## config.mk

```make
export PLATFORM = sky130hd
export DESIGN_NAME = carga_op16_flat
export DESIGN_NICKNAME = d
export VERILOG_FILES = /design/src/rtl/carga_op16_if.sv /design/src/rtl/carga_op16.sv /design/src/flat_wrapper.sv
export SDC_FILE = /design/constraint.sdc
export NUM_CORES = 1
export LEC_CHECK = 0
export CELL_PAD_IN_SITES_DETAIL_PLACEMENT = 1
export CELL_PAD_IN_SITES_GLOBAL_PLACEMENT = 2
export CORE_AREA = 2 2 70 85
export CTS_CLUSTER_DIAMETER = 60
export DETAILED_ROUTE_END_ITERATION = 8
export DIE_AREA = 0 0 72 87
export PLACE_DENSITY = 0.81
export SLEW_MARGIN = 5
export SYNTH_ARGS = -nofsm -noshare
export SYNTH_HDL_FRONTEND = slang
export SYNTH_SLANG_ARGS = --single-unit
```

## constraint.sdc

```tcl
create_clock -name clk -period 1.8 [get_ports clk]
set_clock_uncertainty 0.2 [all_clocks]
set_input_delay 0.36 -clock clk [delete_from_list [all_inputs] [get_ports clk]]
set_output_delay 0.36 -clock clk [all_outputs]
set_load 0.02 [all_outputs]
```

## src/rtl/carga_op16_if.sv

```systemverilog
`default_nettype none
// ============================================================================
//  Module   : carga_op16_if
//  Purpose  : Byte-stream input and operand-pair output bundle of carga_op16.
//  Revision : 1.0  initial release
// ============================================================================
interface carga_op16_if;
    logic [7:0]  din;
    logic        din_valid;
    logic        din_ready;
    logic [15:0] a;
    logic [15:0] b;
    logic        op_valid;
    logic        op_ack;
    logic [1:0]  byte_idx;

    // Loader side
    modport slave (
        input  din, din_valid, op_ack,
        output din_ready, a, b, op_valid, byte_idx
    );

    // Byte producer / operand consumer side
    modport master (
        output din, din_valid, op_ack,
        input  din_ready, a, b, op_valid, byte_idx
    );
endinterface
`default_nettype wire

```

## src/rtl/carga_op16.sv

```systemverilog
`default_nettype none
// ============================================================================
//  Module   : carga_op16
//  Purpose  : Assembles two 16-bit operands from an 8-bit valid/ready stream
//             and holds them for the downstream AND gate until acknowledged.
//  Revision : 1.0  initial release
// ============================================================================
module carga_op16 #(
    parameter bit LSB_FIRST = 1'b1
) (
    input  wire logic    clk,
    input  wire logic    rst,
    carga_op16_if.slave  bus
);

    typedef enum logic [0:0] {
        ST_LOAD = 1'b0,
        ST_HOLD = 1'b1
    } state_t;

    // Even byte indices land in the high half when the stream is MSB-first.
    localparam logic c_MSB_FIRST = ~LSB_FIRST;

    state_t      r_state;
    logic [15:0] r_a;
    logic [15:0] r_b;
    logic [1:0]  r_idx;

    logic        w_accept;
    logic        w_to_high;

    assign w_accept  = bus.din_valid && (r_state == ST_LOAD);
    assign w_to_high = r_idx[0] ^ c_MSB_FIRST;

    always_ff @(posedge clk) begin
        if (rst) begin
            r_state <= ST_LOAD;
            r_a     <= 16'h0000;
            r_b     <= 16'h0000;
            r_idx   <= 2'd0;
        end else begin
            case (r_state)
                ST_LOAD: begin
                    if (w_accept) begin
                        if (!r_idx[1]) begin
                            if (w_to_high) r_a[15:8] <= bus.din;
                            else           r_a[7:0]  <= bus.din;
                        end else begin
                            if (w_to_high) r_b[15:8] <= bus.din;
                            else           r_b[7:0]  <= bus.din;
                        end
                        r_idx <= r_idx + 2'd1;
                        if (r_idx == 2'd3) begin
                            r_state <= ST_HOLD;
                        end
                    end
                end
                ST_HOLD: begin
                    if (bus.op_ack) begin
                        r_state <= ST_LOAD;
                    end
                end
                default: r_state <= ST_LOAD;
            endcase
        end
    end

    assign bus.din_ready = (r_state == ST_LOAD);
    assign bus.op_valid  = (r_state == ST_HOLD);
    assign bus.a         = r_a;
    assign bus.b         = r_b;
    assign bus.byte_idx  = r_idx;

endmodule
`default_nettype wire

```

## src/flat_wrapper.sv

```systemverilog
// flat-port wrapper written by rule: the top's interface ports become plain ports
module carga_op16_flat 
#(
    parameter bit LSB_FIRST = 1'b1
)
  (clk, rst, bus_din, bus_din_valid, bus_op_ack, bus_din_ready, bus_a, bus_b, bus_op_valid, bus_byte_idx);
  carga_op16_if bus_i ();
  input  wire logic clk;
  input  wire logic rst;
  input wire logic [$bits(bus_i.din)-1:0] bus_din;
  input wire logic [$bits(bus_i.din_valid)-1:0] bus_din_valid;
  input wire logic [$bits(bus_i.op_ack)-1:0] bus_op_ack;
  output wire logic [$bits(bus_i.din_ready)-1:0] bus_din_ready;
  output wire logic [$bits(bus_i.a)-1:0] bus_a;
  output wire logic [$bits(bus_i.b)-1:0] bus_b;
  output wire logic [$bits(bus_i.op_valid)-1:0] bus_op_valid;
  output wire logic [$bits(bus_i.byte_idx)-1:0] bus_byte_idx;
  assign bus_i.din = bus_din;
  assign bus_i.din_valid = bus_din_valid;
  assign bus_i.op_ack = bus_op_ack;
  assign bus_din_ready = bus_i.din_ready;
  assign bus_a = bus_i.a;
  assign bus_b = bus_i.b;
  assign bus_op_valid = bus_i.op_valid;
  assign bus_byte_idx = bus_i.byte_idx;
  carga_op16 #(.LSB_FIRST(LSB_FIRST)) u_core (.clk(clk), .rst(rst), .bus(bus_i));
endmodule
```

==> flow_summary.yaml, run 1 <==
run_status:
  status: "finished clean"
worst_setup_path:
  slowest_delay_ns: 0.45
  crit_type: "reg2out"
  r2r-end: "u_core.bus.a[7]$_SDFFE_PP0P_"
  r2r_cells: 6
  critical_path.top_delay_family: "flip-flops"
  worstPathRequired_ns: 1.24
  reg2reg_slack_ns: 0.33
  worst_path_max_delay_cell: "dfxtp_1"
  crit_path_end_kind: "output port"
  crit_path_max_fanout: 8
  worst-path-buf-inv: 1
  startpoint_type: "register"
  crit_arrival_ns: 1.10
  crit_chain: "dlygate4sd2_1"
  reg2reg_from: "u_core.bus.byte_idx[1]$_SDFFE_PP0P_"
yosys:
  async_flop_share: 0
  ys_seq_area_frac: 0.534
  synth_edf_count: 0
  synthesis.area_um2: 1310
  netlist_instances: 141
  synth_seq_cells: 35
  syn_nets: 155
  ys_types: 18
  yosysWarnings: 0
  synth.avg_cell_area_um2: 9.30
  synth_flop_cell: "dfxtp_1"
route:
  drt_iter0_markers: 61
  via_count: 1151
  via_per_inst: 4.38
  drt_first_pass_iters: 3
  routed_wl_um: 3530
  wl_per_cell_um: 13.4
  antenna_left: 0
  remaining_drc_errors: 0
floorplan:
  rows: 30
  start_util: 0.238
  die_y_um: 87
  dieWidth_um: 72
  ios: 48
  core_um2: 5520
  die_area_um2: 6260
finish:
  drive_gt1_frac: 0.0905
  syn2layout_area_growth_pct: 54.0
  fin_area_um2: 2020
  fillers: 649
  finalNetCount: 212
  diodes: 0
sta:
  hold_viol: 0
  slew-limit-headroom: 0.843
  fin_crit_sh: 0.920
  tightest_slew_ns: 0.235
  setup_violations: 0
  finalMaxSlewViolations: 0
  fmax_ghz: 0.604
  fin_tns_setup_ns: 0
  rsz0062_at_grt: "no"
  period_needed_ns: 1.66
clocking:
  path_clk_slew_ns: 0.07
  postCtsHoldBufs: 0
  cts-root-buf: "clkbuf_8"
  clk_latency_ns: 0.28
  htreeDepth: 2
  clockBufferDepth: 2
  cts_made_buffers: 5
  cts_tree: "yes"
  clock-sinks: 35
pwr:
  vdd_drop_max_uv: 219
  p_leak_uw: 0.00110
  p_total_uw: 1650
  cellPowerDensity_nw_per_um2: 815
global_routing:
  grt_pass1_wl_um: 5930
  antenna_found_initial: 0
  grt_use_total: 0.126
  grt_pass1_vias: 1175
  grt_max_degree: 36
  grt_remaining_overflow: 0
min_path:
  hp-class: "reg2reg"
  min_to: "u_core.bus.b[15]$_SDFFE_PP0P_"
  min_path_cells: 2
  hp-start: "u_core.bus.b[15]$_SDFFE_PP0P_"
place:
  dp.final_hpwl_um: 2510
  port_buffers: 47
  gp_congestion: 0.657
  placed_area_um2: 1920
run:
  max_cap_violations: 0
-- where the power goes --
group	internal (uW)	switching, uW
registers	808	22.6
logic	128	140
clock network	271	276
total	1210	438
-- cells in the final DEF, fill, tap and decap left out, types with 2 or more instances in the layout --
| cell | instances |
|---|---|
| a21oi_1 | 16 |
| and4bb_1 | 2 |
| buf_12 | 2 |
| buf_4 | 9 |
| clkbuf_1 | 2 |
| clkbuf_8 | 5 |
| clkdlybuf4s50_1 | 11 |
| dfxtp_1 | 34 |
| dlygate4sd2_1 | 20 |
| dlymetal6s2s_1 | 16 |
| ha_1 | 2 |
| inv_1 | 3 |
| mux2i_1 | 17 |
| nand2_1 | 32 |
| nor2_1 | 19 |
-- synth_stat cells, drive strengths merged, types with 2 or more instances --
| cell type | instances | area (um2) |
|---|---|---|
| clkbuf | 4 | 15.0 |
| and4bb | 2 | 25.0 |
| a21oi | 16 | 80.1 |
| buf | 4 | 32.5 |
| inv | 3 | 11.3 |
| nor2 | 19 | 71.3 |
| ha | 2 | 25.0 |
| mux2i | 17 | 170 |
| dfxtp | 35 | 701 |
| nand2 | 32 | 120 |
-- per-stage QoR --
stage	util	hold WS, ns	std cells	setup WS, ns
floorplan	-	0.296	141	0.258
global placement	0.348	0.245	255	-0.0819
detailed placement	0.348	0.252	255	-0.0884
CTS	0.359	0.262	263	0.000807
global route	0.366	0.281	263	0.0865
finish	0.366	0.255	263	0.144
-- flip-flops by register name (all words and copies together), names as in the netlist --
signal and flops:
u_core.bus.op_valid 1, u_core.bus.a 16, u_core.bus.byte_idx 2, u_core.bus.b 16
-- kinds of logic (layout without fill, tap and decap cells) --
family                   count (synthesis)  in the layout  synth area share
AO/OA/AOI/OAI                           17             17            0.0678
XOR/XNOR                                 1              1           0.00668
adder cells (fa/ha/maj)                  2              2            0.0191
multiplexers                            17             17             0.130
AND/OR/NAND/NOR                         58             58             0.198
buffers and inverters                   11             69            0.0448
flip-flops                              35             35             0.534
-- cell type report --
type | instances | area (um2) | share of cell area
multi-input cells | 95 | 552 | 0.273
flip-flops and latches | 35 | 702 | 0.348
inverters | 3 | 11.3 | 0.00558
repair buffers | 58 | 593 | 0.294
clock buffers | 7 | 76.3 | 0.0378
clock inverters | 1 | 5.00 | 0.00248
well taps | 64 | 80.1 | 0.0397
-- how the worst max path moves through the flow --
stage / depth (start not counted) / to / startpoint / slack (ns)
floorplan: 6 / u_core.bus.a[3]$_SDFFE_PP0P_ / u_core.bus.byte_idx[0]$_SDFFE_PP0P_ / 0.26
detailed placement: 5 / u_core.bus.a[8]$_SDFFE_PP0P_ / bus_din_valid / -0.09
finish: 1 / bus_byte_idx[1] / u_core.bus.byte_idx[1]$_SDFFE_PP0P_ / 0.14
global route: 1 / bus_byte_idx[1] / u_core.bus.byte_idx[1]$_SDFFE_PP0P_ / 0.09
CTS: 1 / bus_b[9] / u_core.bus.b[9]$_SDFFE_PP0P_ / 0.0008
global placement: 5 / u_core.bus.a[13]$_SDFFE_PP0P_ / bus_din_valid / -0.08
-- routing by layer --
metal	part of all wire	track usage	vias to the layer above
met1	0.45	0.154	540
met4	0.022	0.0617	0
met5	0	0	-
met2	0.48	0.203	29
met3	0.049	0.0347	6
li1	-	-	576
-- repair_timing --
item / 4_1_cts / 5_1_grt
endpoints found under the setup margin: 20 / 16
resized for setup: 21 / 16
setup buffers: 0 / 0
Note: power is estimated with default switching activity, not from simulation.
==> run 2, diff against run 1 <==
==> constraint.sdc (replaced) <==
create_clock -name clk -period 1.8 [get_ports clk]
set_clock_uncertainty 0.2 [all_clocks]
set_input_delay 0.45 -clock clk [delete_from_list [all_inputs] [get_ports clk]]
set_output_delay 0.45 -clock clk [all_outputs]
set_load 0.02 [all_outputs]
==> run 2 against run 1 <==
Against the previous run:
- cell count is 0.76% higher
- critical endpoint is now bus_din_ready
- critical path depth is 1 higher
- critical path type unchanged
- worst hold slack worse by 0.0023 ns
==> flow_summary.yaml, run 2 (synthesized netlist as in run 1, its figures left out) <==
run_status:
  status: "finished clean"
clocking:
  clk_latency_ns: 0.28
  path_clk_slew_ns: 0.07
  cts_tree: "yes"
  htreeDepth: 2
  clockBufferDepth: 2
  cts_made_buffers: 5
  clock-sinks: 35
  cts_setup_buffers: 0
  postCtsHoldBufs: 0
  cts-root-buf: "clkbuf_8"
route:
  antenna_left: 0
  remaining_drc_errors: 0
  drt_iter0_markers: 44
  via_count: 1161
  drt_first_pass_iters: 4
  via_per_inst: 4.38
  wl_per_cell_um: 14.1
  routed_wl_um: 3740
place:
  port_buffers: 47
  gp_congestion: 0.674
  place_inst: 257
  dp.final_hpwl_um: 2670
floorplan:
  rows: 30
  core_um2: 5520
  dieWidth_um: 72
  die_y_um: 87
  die_area_um2: 6260
  ios: 48
  start_util: 0.238
worst_setup_path:
  crit_path_end_kind: "output port"
  crit_chain: "inv_1, dlygate4sd2_1"
  slowest_delay_ns: 0.36
  crit_path_max_fanout: 3
  critical_path.top_delay_family: "buffers and inverters"
  worst_path_max_delay_cell: "dfxtp_1"
  startpoint_type: "register"
  worstPathRequired_ns: 1.15
  worst-path-buf-inv: 2
  crit_arrival_ns: 1.04
  crit_type: "reg2out"
pwr:
  vdd_drop_max_uv: 299
  p_leak_uw: 0.000914
  cellPowerDensity_nw_per_um2: 915
  intPower_uw: 1380
  p_sw_frac: 0.249
  p_clk_frac: 0.400
  p_switching_uw: 457
  pwr-share-seq: 0.449
  p_comb_frac: 0.151
sta:
  hold_viol: 0
  slew-limit-headroom: 0.837
  period_needed_ns: 1.69
  setup_violations: 0
  rsz0062_at_grt: "no"
  finalMaxSlewViolations: 0
  fmax_ghz: 0.592
  fin_tns_setup_ns: 0
  fin_crit_sh: 0.938
  tightest_slew_ns: 0.246
finish:
  mostFrequentLayoutCells: "dlygate4sd2_1, dfxtp_1, nand2_1"
  diodes: 0
  finalNetCount: 214
  fillers: 649
  layout_commonest_cell: "dlygate4sd2_1"
  syn2layout_area_growth_pct: 53.2
  fin_cells: 265
  drive_gt1_frac: 0.104
min_path:
  hp-class: "reg2reg"
global_routing:
  grt_pass1_wl_um: 6140
  grt_max_degree: 36
  grt_pass1_vias: 1208
  grt_use_total: 0.130
  antenna_found_initial: 0
  grt_remaining_overflow: 0
run:
  max_cap_violations: 0
-- run 2: worst reg2reg max path: cells and delay by family, from the launching register on --
family                 cells  cell delay (ns)
flip-flops                 1             0.33
buffers and inverters      2             0.36
multiplexers               1             0.19
AND/OR/NAND/NOR            2             0.39
-- run 2: final timing paths --
kind / startpoint / end / slack (ns) / cells after the start
setup / recovery: u_core.bus.op_valid$_SDFF_PP0_ / bus_din_ready / 0.11 / 2
hold / removal: u_core.bus.a[1]$_SDFFE_PP0P_ / u_core.bus.a[1]$_SDFFE_PP0P_ / 0.25 / 2
setup reg to reg: u_core.bus.op_valid$_SDFF_PP0_ / u_core.bus.a[13]$_SDFFE_PP0P_ / 0.23 / 5
hold reg to reg: u_core.bus.a[1]$_SDFFE_PP0P_ / u_core.bus.a[1]$_SDFFE_PP0P_ / 0.25 / 2
-- run 2: power by group through the flow --
stage	registers, uW	clock network [uW]	logic, uW
2_1_floorplan	888	0	99.4
3_3_place_gp	845	0	296
3_5_place_dp	845	0	303
4_1_cts	826	761	282
5_1_grt	830	786	304
6_report	825	736	277
-- run 2: final cells by class --
| cell class | count | area (um2) | share of cell area |
|---|---|---|---|
| clock buffers | 6 | 82.6 | 0.0411 |
| clock inverters | 2 | 35.0 | 0.0174 |
| inverters | 3 | 11.3 | 0.00560 |
| multi-input cells | 95 | 552 | 0.275 |
| flip-flops and latches | 35 | 701 | 0.349 |
| well taps | 64 | 80.1 | 0.0399 |
| repair buffers | 60 | 548 | 0.273 |
-- run 2: metal layers --
metal  routed length (um)  global-route usage
met1                 1630               0.152
met2                 1880               0.225
met3                  162              0.0370
met4                   65              0.0515
met5                    0                   0
-- run 2: metrics by stage --
| step | total power [uW] | cell area, um2 | util | setup WS (ns) | hold WS [ns] |
|---|---|---|---|---|---|
| after CTS | 1870 | 2010 | 0.364 | 0.0879 | 0.256 |
| final | 1840 | 2010 | 0.364 | 0.112 | 0.253 |
| after detailed placement | 1150 | 1940 | 0.351 | -0.203 | 0.249 |
| after floorplan | 988 | 1310 | - | 0.258 | 0.335 |
| after global routing | 1920 | 2010 | 0.364 | 0.0137 | 0.277 |
| after global placement | 1140 | 1940 | 0.351 | -0.167 | 0.243 |
-- run 2: what timing repair did --
action                                  in CTS  in global routing
endpoints found under the setup margin      36                  0
gates resized for setup                     36                  0
hold endpoints to repair                     0                  0
==> run 3, diff against run 2 <==
--- a/config.mk
+++ b/config.mk
@@ -12,6 +12,8 @@
 export DETAILED_ROUTE_END_ITERATION = 8
 export DIE_AREA = 0 0 72 87
 export PLACE_DENSITY = 0.81
+export RECOVER_POWER = 100
+export SKIP_LAST_GASP = 1
 export SLEW_MARGIN = 5
 export SYNTH_ARGS = -nofsm -noshare
 export SYNTH_HDL_FRONTEND = slang
==> run 3 against run 2 <==
Against the previous run:
- core utilization decreased by 0.50 points
- register-to-register slack got worse by 0.02 ns
- fmax is 0.92% lower
- worst hold slack improved by 0.00064 ns
- critical path depth up 3
- via count rose by 0.26%
- routed wire length is essentially flat
- count of clock-buffer cells in the layout is the same
- design area fell by 1.4%
==> flow_summary.yaml, run 3 (synthesized netlist as in run 1, its figures left out) <==
route:
  wl_per_cell_um: 14.1
  remaining_drc_errors: 0
  routed_wl_um: 3740
  via_per_inst: 4.39
  drt_iter0_markers: 45
  drt_first_pass_iters: 4
  via_count: 1164
  antenna_left: 0
pwr:
  vdd_drop_max_uv: 298
  p_leak_uw: 0.000900
  cellPowerDensity_nw_per_um2: 923
worst_setup_path:
  crit_type: "in2reg"
  reg2reg_slack_ns: 0.21
  crit_arrival_ns: 1.68
  startpoint_type: "primary input"
  crit_chain: "clkdlybuf4s50_1, and4bb_1, clkbuf_2, mux2i_1, nor2_1"
  crit_path_end_kind: "register"
  crit_path_max_fanout: 6
  slowest_delay_ns: 0.49
  worst_path_max_delay_cell: "clkdlybuf4s50_1"
  worstPathRequired_ns: 1.78
finish:
  drive_gt1_frac: 0.0945
  mostFrequentLayoutCells: "dlygate4sd2_1, dfxtp_1, nand2_1"
  diodes: 0
  layout_commonest_cell: "dlygate4sd2_1"
  fin_cells: 265
  finalNetCount: 214
  syn2layout_area_growth_pct: 51.1
clocking:
  cts_tree: "yes"
  cts_made_buffers: 5
  cts_setup_buffers: 0
  postCtsHoldBufs: 0
  clock-sinks: 35
  path_clk_slew_ns: 0.07
  htreeDepth: 2
  cts-root-buf: "clkbuf_8"
  cts_resized: 36
  clk_latency_ns: 0.28
  clockBufferDepth: 2
place:
  gp_congestion: 0.674
  port_buffers: 47
  place_inst: 257
  post-place-ws_ns: -0.203
  dp.final_hpwl_um: 2670
run:
  max_cap_violations: 0
floorplan:
  dieWidth_um: 72
  ios: 48
  start_util: 0.238
  core_um2: 5520
  die_y_um: 87
  die_area_um2: 6260
  rows: 30
sta:
  fmax_ghz: 0.587
  period_needed_ns: 1.70
  tightest_slew_ns: 0.246
  fin_ws_ns: 0.0962
  fin_crit_sh: 0.947
  slew-limit-headroom: 0.837
  setup_violations: 0
  finalMaxSlewViolations: 0
  timing.hold.ws_ns: 0.254
  hold_viol: 0
  rsz0062_at_grt: "no"
run_status:
  status: "finished clean"
global_routing:
  grt_pass1_wl_um: 6140
  grt_pass1_vias: 1208
  grt_max_degree: 36
  grt_remaining_overflow: 0
  grt_use_total: 0.130
  antenna_found_initial: 0
min_path:
  hp-class: "reg2reg"
run 3: cell count changes in the layout (fill, tap and decap cells not counted):
| cell | delta |
|---|---|
| buf_4 | -4 |
| clkbuf_2 | +3 |
| clkbuf_1 | +2 |
| buf_12 | -1 |
run 3: final timing paths:
kind                            depth (start not counted)                      startpoint                      endpoint
worst max-delay path                                    5                   bus_din_valid  u_core.bus.b[4]$_SDFFE_PP0P_
worst min-delay path                                    2    u_core.bus.a[1]$_SDFFE_PP0P_  u_core.bus.a[1]$_SDFFE_PP0P_
worst max register to register                          5  u_core.bus.op_valid$_SDFF_PP0_  u_core.bus.b[4]$_SDFFE_PP0P_
worst min register to register                          2    u_core.bus.a[1]$_SDFFE_PP0P_  u_core.bus.a[1]$_SDFFE_PP0P_
run 3: per-layer routing:
metal / global-route usage / share of wire / up-vias
met4: 0.0515 / 0.017 / 0
met3: 0.0370 / 0.042 / 6
li1: - / - / 578
met1: 0.152 / 0.44 / 552
met5: 0 / 0 / -
met2: 0.225 / 0.50 / 28
run 3: layout make-up:
type,count,area [um2]
Multi-Input combinational cell,95,552
Clock inverter,2,35.0
Fill cell,655,3540
Clock buffer,6,82.6
Tap cell,64,80.1
Timing Repair Buffer,60,520
Sequential cell,35,701
Inverter,3,11.3
run 3: worst max-delay path, delay by kind of cell:
kind | cells | cell delay (ns)
mux | 1 | 0.22
buf+inv | 2 | 0.72
simple gates | 2 | 0.28
run 3: per-stage QoR:
| stage | cell area (um2) | power, uW | util | setup TNS, ns |
|---|---|---|---|---|
| floorplan | 1310 | 988 | - | 0 |
| global placement | 1940 | 1140 | 0.351 | -2.81 |
| detailed placement | 1940 | 1150 | 0.351 | -3.73 |
| CTS | 2010 | 1870 | 0.364 | 0 |
| global route | 1980 | 1910 | 0.359 | 0 |
| finish | 1980 | 1830 | 0.359 | 0 |
run 3: power by group:
part           switching, uW  internal (uW)  total [uW]
Combinational            153            117         270
Sequential              16.5            808         825
Clock                    287            448         735
Total                    456           1370        1830
